**src/rtl/force_release_bank.sv**
```systemverilog
// rtl/force_release_bank.sv - per-channel register bank with force/release override and periodic re-force
module force_release_bank #(
  parameter int WIDTH    = 4,
  parameter int CHANNELS = 4,
  parameter int PERIOD   = 10,
  localparam int CW      = (CHANNELS > 1) ? $clog2(CHANNELS) : 1
) (
  input  logic                      clk,
  input  logic                      rst_n,
  input  logic                      wr_en,
  input  logic [CW-1:0]             wr_ch,
  input  logic [WIDTH-1:0]          wr_data,
  input  logic                      force_en,
  input  logic [CW-1:0]             force_ch,
  input  logic [WIDTH-1:0]          force_data,
  input  logic                      release_en,
  input  logic [CW-1:0]             release_ch,
  input  logic                      period_en,
  output logic [CHANNELS*WIDTH-1:0] q,
  output logic [CHANNELS-1:0]       forced,
  output logic [CHANNELS-1:0]       armed,
  output logic                      tick
);

  localparam int CNTW = $clog2(PERIOD);
  localparam logic [CNTW-1:0] LAST = CNTW'(PERIOD - 1);

  logic [CNTW-1:0]  count;
  logic [WIDTH-1:0] fval [CHANNELS];

  assign tick = (count == LAST);

  // Channel indices >= CHANNELS never match any loop index, so such strobes fall through.
  always_ff @(posedge clk or negedge rst_n) begin
    if (!rst_n) begin
      count  <= '0;
      q      <= '0;
      forced <= '0;
      armed  <= '0;
      for (int i = 0; i < CHANNELS; i++) begin
        fval[i] <= '0;
      end
    end else begin
      count <= tick ? '0 : count + 1'b1;
      for (int i = 0; i < CHANNELS; i++) begin
        if (force_en && force_ch == CW'(i)) begin
          fval[i]              <= force_data;
          q[i*WIDTH +: WIDTH]  <= force_data;
          forced[i]            <= 1'b1;
          armed[i]             <= period_en;
        end else if (release_en && release_ch == CW'(i)) begin
          forced[i] <= 1'b0;
          armed[i]  <= armed[i] & period_en;
        end else if (tick && armed[i] && !forced[i]) begin
          q[i*WIDTH +: WIDTH] <= fval[i];
          forced[i]           <= 1'b1;
        end else if (wr_en && wr_ch == CW'(i) && !forced[i]) begin
          q[i*WIDTH +: WIDTH] <= wr_data;
        end
      end
    end
  end

endmodule

```
**config.mk**
```make
export PLATFORM = sky130hd
export DESIGN_NAME = force_release_bank
export DESIGN_NICKNAME = d
export VERILOG_FILES = /design/src/rtl/force_release_bank.sv
export SDC_FILE = /design/constraint.sdc
export NUM_CORES = 1
export LEC_CHECK = 0
export ABC_CLOCK_PERIOD_IN_PS = 1850
export BUFFER_PORTS_ARGS = -buffer_cell sky130_fd_sc_hd__buf_4
export CAP_MARGIN = 0
export CORE_ASPECT_RATIO = 1.5
export CORE_UTILIZATION = 30
export CTS_CLUSTER_DIAMETER = 40
export DETAILED_ROUTE_END_ITERATION = 6
export GPL_ROUTABILITY_DRIVEN = 0
export GPL_TIMING_DRIVEN = 1
export HOLD_SLACK_MARGIN = 0.15
export RECOVER_POWER = 100
export REMOVE_ABC_BUFFERS = 1
export SLEW_MARGIN = 40
export SYNTH_ARGS = -nofsm -noshare
export SYNTH_HDL_FRONTEND = slang
export SYNTH_SLANG_ARGS = --single-unit
```
**constraint.sdc**
```tcl
create_clock -name clk -period 1.85 [get_ports clk]
set_input_delay 0.0925 -clock clk [delete_from_list [all_inputs] [get_ports clk]]
set_output_delay 0.0925 -clock clk [all_outputs]
set_load 0.05 [all_outputs]
```
==> results.json, run 1 <==
{
  "powerDensity_mw_per_mm2": 1130,
  "yosysTopAreaCell": "dfrtp_1",
  "io_pins": 45,
  "worst_pin_slew_ps": 1100,
  "fill_cells": 801,
  "cts_resized": 0,
  "crit_arrival_ps": 1920,
  "drv_slew": 0,
  "stdcell_area_mm2": 0.00273,
  "status": "finished clean",
  "drive_gt1_frac": 0.193,
  "clock_sinks": 44,
  "nets": 293,
  "worstSetupEndpointType": "register",
  "grt_pass1_wl_mm": 9.33,
  "placementRows": 38,
  "slew_headroom": 0.269,
  "final_common_cell": "dfrtp_1",
  "hp-class": "primary input to register",
  "via_per_inst": 5.07,
  "p_leak_nw": 1.16,
  "fin_crit_ps": 1740,
  "die_w_um": 72.4,
  "area_growth_pct": 22.6,
  "period_share": 0.941,
  "clk_latency_ps": 300,
  "max_freq_mhz": 575,
  "avgSynthCellArea_um2": 10.2,
  "multi_input_area_mm2": 0.00103,
  "worstHoldStart": "release_ch[0]",
  "drt_wl_total_mm": 5.72,
  "seqCellArea_mm2": 0.00110,
  "portBuffers": 44,
  "antenna_found_initial": 0,
  "synth_top_area_frac": 0.494,
  "yosys-top-cells-area": "dfrtp_1 49%, mux2_2 8.6%, o21ai_0 5.4%",
  "cp-startpoint": "count[2]",
  "regToRegStartpoint": "count[2]",
  "drv_cap": 0,
  "fin_cells": 374,
  "cts_root_buf": "clkbuf_8",
  "hold_viol": 0,
  "post_cts_buffers": 0,
  "layout_common_cells": "44 x dfrtp_1, 29 x nand2_1, 29 x clkbuf_1",
  "synth_cell_types": 39,
  "tns_ps": 0,
  "cts_buffers": 5,
  "synthCells": 218,
  "path_max_fanout": 11,
  "dp_hpwl_mm": 4.21,
  "worstSetupPathType": "register to register",
  "vias": 1897,
  "rsz0062_at_grt": "false",
  "startpoint_type": "register",
  "start_util": 0.308,
  "path_clk_slew_ps": 80,
  "firstDrtPassIters": 5,
  "yosysSeqAreaShare": 0.494,
  "dp_cells": 360,
  "grt.overflow.total": 0,
  "setup_viol": 0,
  "cts_tree": "built",
  "irDropWorstVdd_v": 0.000504,
  "ys_seq_elements": 44,
  "drt_iter0_drc": 143,
  "grt_usage": 0.158,
  "drc": 0,
  "critical_path_required_ps": 2030,
  "antenna_cells": 0,
  "wl_per_cell_um": 15.3,
  "coreArea_mm2": 0.00723,
  "die_area_mm2": 0.00778,
  "skew_ps": 9.01,
  "placed_area_mm2": 0.00268,
  "die_h_um": 108,
  "yosysWarnings": 0,
  "detail-route-antenna-nets": 0,
  "synth_area_mm2": 0.00223,
  "h-tree-depth": 2,
  "clock_path_buffers": 2,
  "grt_pass1_vias": 1888,
  "grt_max_degree": 45,
  "power_mw": 3.10
}
[per-layer routing]
layer / share of wire / vias up / global-route usage
met1: 0.43 / 918 / 0.205
met4: 0.031 / 0 / 0.0798
li1: - / 908 / -
met2: 0.48 / 60 / 0.251
met5: 0 / - / 0
met3: 0.056 / 11 / 0.0281
[sequential cells by signal, indices dropped and copies added (netlist names)]
signal  count
forced      4
fval       16
count       4
armed       4
q          16
[report_power, final]
group / internal, mW / switching [mW] / total (mW)
Sequential: 1.15 / 0.121 / 1.27
Clock: 0.401 / 0.331 / 0.732
Combinational: 0.311 / 0.782 / 1.09
[final timing paths]
path                       depth (start not counted)        to  slack, ps
max in group asynchronous                          2  fval[12]        650
setup reg to reg                                   5      q[2]        110
min in group asynchronous                          2      q[9]        530
hold reg to reg                                    2   fval[3]        470
hold / removal                                     3  armed[2]        160
setup / recovery                                   5      q[2]        110
[Yosys cell counts (all sizes together)]
library cell	number
a21oi	9
a22o	1
a22oi	7
a31oi	4
a41oi	4
and3	1
and3b	2
buf	6
clkbuf	3
dfrtp	44
inv	10
mux2	17
mux2i	1
nand2	29
nand2b	4
nand3	3
nand3b	2
nand4	4
nand4bb	1
nor2	7
nor2b	3
nor3b	2
nor4b	1
nor4bb	1
o211ai	16
o21ai	29
o22a	2
o32a	1
o32ai	1
or2	1
or3b	1
xnor2	1
[final cells by class]
cell class,count,area share
Clock buffer,6,0.0266
Clock inverter,2,0.0128
Inverter,10,0.0137
Multi-Input combinational cell,155,0.376
Sequential cell,44,0.403
Tap cell,100,0.0458
Timing Repair Buffer,57,0.122
[logic make-up (layout without fill, tap and decap cells)]
logic type / count (synthesis) / after routing / share of synthesized area
simple gates: 62 / 62 / 0.152
xor+xnor: 1 / 1 / 0.00393
buf+inv: 19 / 75 / 0.0427
mux: 18 / 18 / 0.0904
flops: 44 / 44 / 0.494
compound gates: 74 / 74 / 0.217
[critical path, cell delays in order (launching register included)]
cell	delay [ps]
dfrtp_1	430
nand4bb_4	340
inv_2	140
a21oi_1	80
o21ai_2	260
mux2_2	380
[per-stage QoR]
step / util / setup slack, ps / hold WS (ps)
global route: 0.378 / 0.0757 / 168
global placement: 0.371 / 168 / 124
detailed placement: 0.371 / 118 / 128
CTS: 0.394 / 109 / 151
floorplan: - / -110 / -203
finish: 0.378 / 110 / 156
[repair_timing]
action,CTS,global route
hold buffers,6,0
endpoints found under the setup margin,0,3
hold endpoints to repair,52,0
(Power assumes the default switching activity.)
==> run 2: changes to the inputs <==
--- a/config.mk
+++ b/config.mk
@@ -9,6 +9,7 @@
 export BUFFER_PORTS_ARGS = -buffer_cell sky130_fd_sc_hd__buf_4
 export CAP_MARGIN = 0
 export CORE_ASPECT_RATIO = 1.5
+export CORE_MARGIN = 4
 export CORE_UTILIZATION = 30
 export CTS_CLUSTER_DIAMETER = 40
 export DETAILED_ROUTE_END_ITERATION = 6
==> run 2 against run 1 <==
Register-to-register slack is essentially flat. Maximum frequency is 0.45% lower. Largest power group unchanged. Sequential cell count is the same. Non-clock buffer count increased by 1. Global-route usage decreased by 1.8 points.
==> results.json, run 2 (same netlist as run 1, synthesis figures left out) <==
{
  "fill_cells": 787,
  "powerDensity_mw_per_mm2": 1150,
  "worstSetupPathType": "register to register",
  "hold_viol": 0,
  "portBuffers": 44,
  "hp-class": "primary input to register",
  "cts_tree": "built",
  "rr_worst_depth": 5,
  "placementRows": 38,
  "grt.overflow.total": 0,
  "multi_input_area_mm2": 0.00103,
  "drive_gt1_frac": 0.196,
  "clock_sinks": 44,
  "area_growth_pct": 23.9,
  "die_area_mm2": 0.00890,
  "die_w_um": 78.4,
  "hold_path_end": "armed[2]",
  "detail-route-antenna-nets": 0,
  "reg_top3": "fval: 16 flops, q: 16 flops",
  "path_cells": "nand4bb_4 -> buf_4 -> o32ai_1 -> a21oi_2 -> mux2_2",
  "cp.buffers_inverters": 1,
  "irDropWorstVdd_v": 0.000367,
  "regToRegStartpoint": "count[2]",
  "coreArea_mm2": 0.00723,
  "drc": 0,
  "antenna_cells": 0,
  "hold_ws_ps": 195,
  "die_h_um": 114,
  "nets": 294,
  "drt_iter0_drc": 92,
  "critPathSlowestCell": "dfrtp_1",
  "worstSetupEndpointType": "register",
  "period_share": 0.945,
  "rsz0062_at_grt": "false",
  "h-tree-depth": 2,
  "cts_root_buf": "clkbuf_8",
  "worstHoldStart": "release_en",
  "setup_viol": 0,
  "via_per_inst": 5.05,
  "fin_crit_ps": 1750,
  "slew_headroom": 0.275,
  "firstDrtPassIters": 4,
  "grt_pass1_vias": 1952,
  "antenna_found_initial": 0,
  "grt_pass1_wl_mm": 9.79,
  "hold_depth": 4,
  "startpoint_type": "register",
  "max_freq_mhz": 572,
  "critPathTopFamily": "flip-flops",
  "tns_ps": 0,
  "clock_path_buffers": 2,
  "start_util": 0.308,
  "io_pins": 45,
  "placed_area_mm2": 0.00268,
  "wl_per_cell_um": 15.6,
  "drv_slew": 0,
  "vias": 1892,
  "stdcell_area_mm2": 0.00276,
  "clk_latency_ps": 290,
  "timing.reg2reg.setup_slack_ps": 100,
  "cts_buffers": 5,
  "drv_cap": 0,
  "path_clk_slew_ps": 80,
  "status": "finished clean",
  "p_leak_nw": 1.17,
  "layout_common_cells": "44 x dfrtp_1, 29 x nand2_1, 29 x clkbuf_1",
  "critical_path_required_ps": 2040,
  "crit_arrival_ps": 1930,
  "dp_hpwl_mm": 4.45,
  "rr_endpoint": "q[14]",
  "final_common_cell": "dfrtp_1",
  "seqCellArea_mm2": 0.00110,
  "grt_usage": 0.141,
  "skew_ps": 6.78,
  "power_mw": 3.18,
  "worst_pin_slew_ps": 1090,
  "grt_max_degree": 45,
  "path_max_fanout": 13,
  "drt_wl_total_mm": 5.86,
  "worst_path_largest_cell_delay_ps": 440,
  "utilization": 0.382
}
==> run 2: cell types whose count changed in the layout (fill, tap and decap cells not counted), sizes merged <==
| cell | delta |
|---|---|
| dlygate4sd3 | +1 |
| clkinv | -1 |
| clkbuf | +1 |
==> run 2: layout make-up <==
| class | instances | share of cell area |
|---|---|---|
| Clock inverter | 1 | 0.0109 |
| Multi-Input combinational cell | 155 | 0.374 |
| Inverter | 10 | 0.0136 |
| Clock buffer | 7 | 0.0349 |
| Tap cell | 100 | 0.0453 |
| Timing Repair Buffer | 58 | 0.123 |
| Sequential cell | 44 | 0.399 |
==> run 2: metal layers <==
layer / GRT usage / wire (um) / vias up
met3: 0.0292 / 309 / 13
met5: 0 / 0 / -
met4: 0.0735 / 211 / 0
met2: 0.227 / 2800 / 53
li1: - / - / 912
met1: 0.177 / 2530 / 914
==> run 2: what timing repair did <==
| item | 4_1_cts | 5_1_grt |
|---|---|---|
| gates resized for setup | 0 | 0 |
| buffers inserted | 0 | 0 |
| hold buffers | 7 | 0 |
| endpoints found under the hold margin | 53 | 0 |
==> run 2: through the flow <==
step	worst slack, ps	std cells
final	102	375
after global routing	10.8	375
after CTS	116	375
after detailed placement	134	360
after global placement	177	360
after floorplan	-110	209
==> run 2: worst max-delay path by stage <==
| stage | from | to | slack (ps) | cells after the start |
|---|---|---|---|---|
| after floorplan | count[2] | q[0] | -110 | 5 |
| after global placement | count[0] | q[14] | 180 | 5 |
| after detailed placement | count[2] | q[14] | 130 | 5 |
| after CTS | count[2] | q[14] | 120 | 5 |
| after global routing | count[2] | q[0] | 10 | 5 |
| final | count[2] | q[14] | 100 | 5 |
==> run 2: power breakdown <==
part           internal, mW  leakage, nW  total (mW)  switching [mW]
registers              1.15        0.526        1.27           0.116
clock network         0.476       0.0645       0.795           0.319
logic                 0.321        0.580        1.11           0.793
==> run 2: tightest hold or removal path, delay by kind of cell <==
family	cells	cell delay (ps)
buffers and inverters	1	90
AO/OA/AOI/OAI	2	220
AND/OR/NAND/NOR	1	50
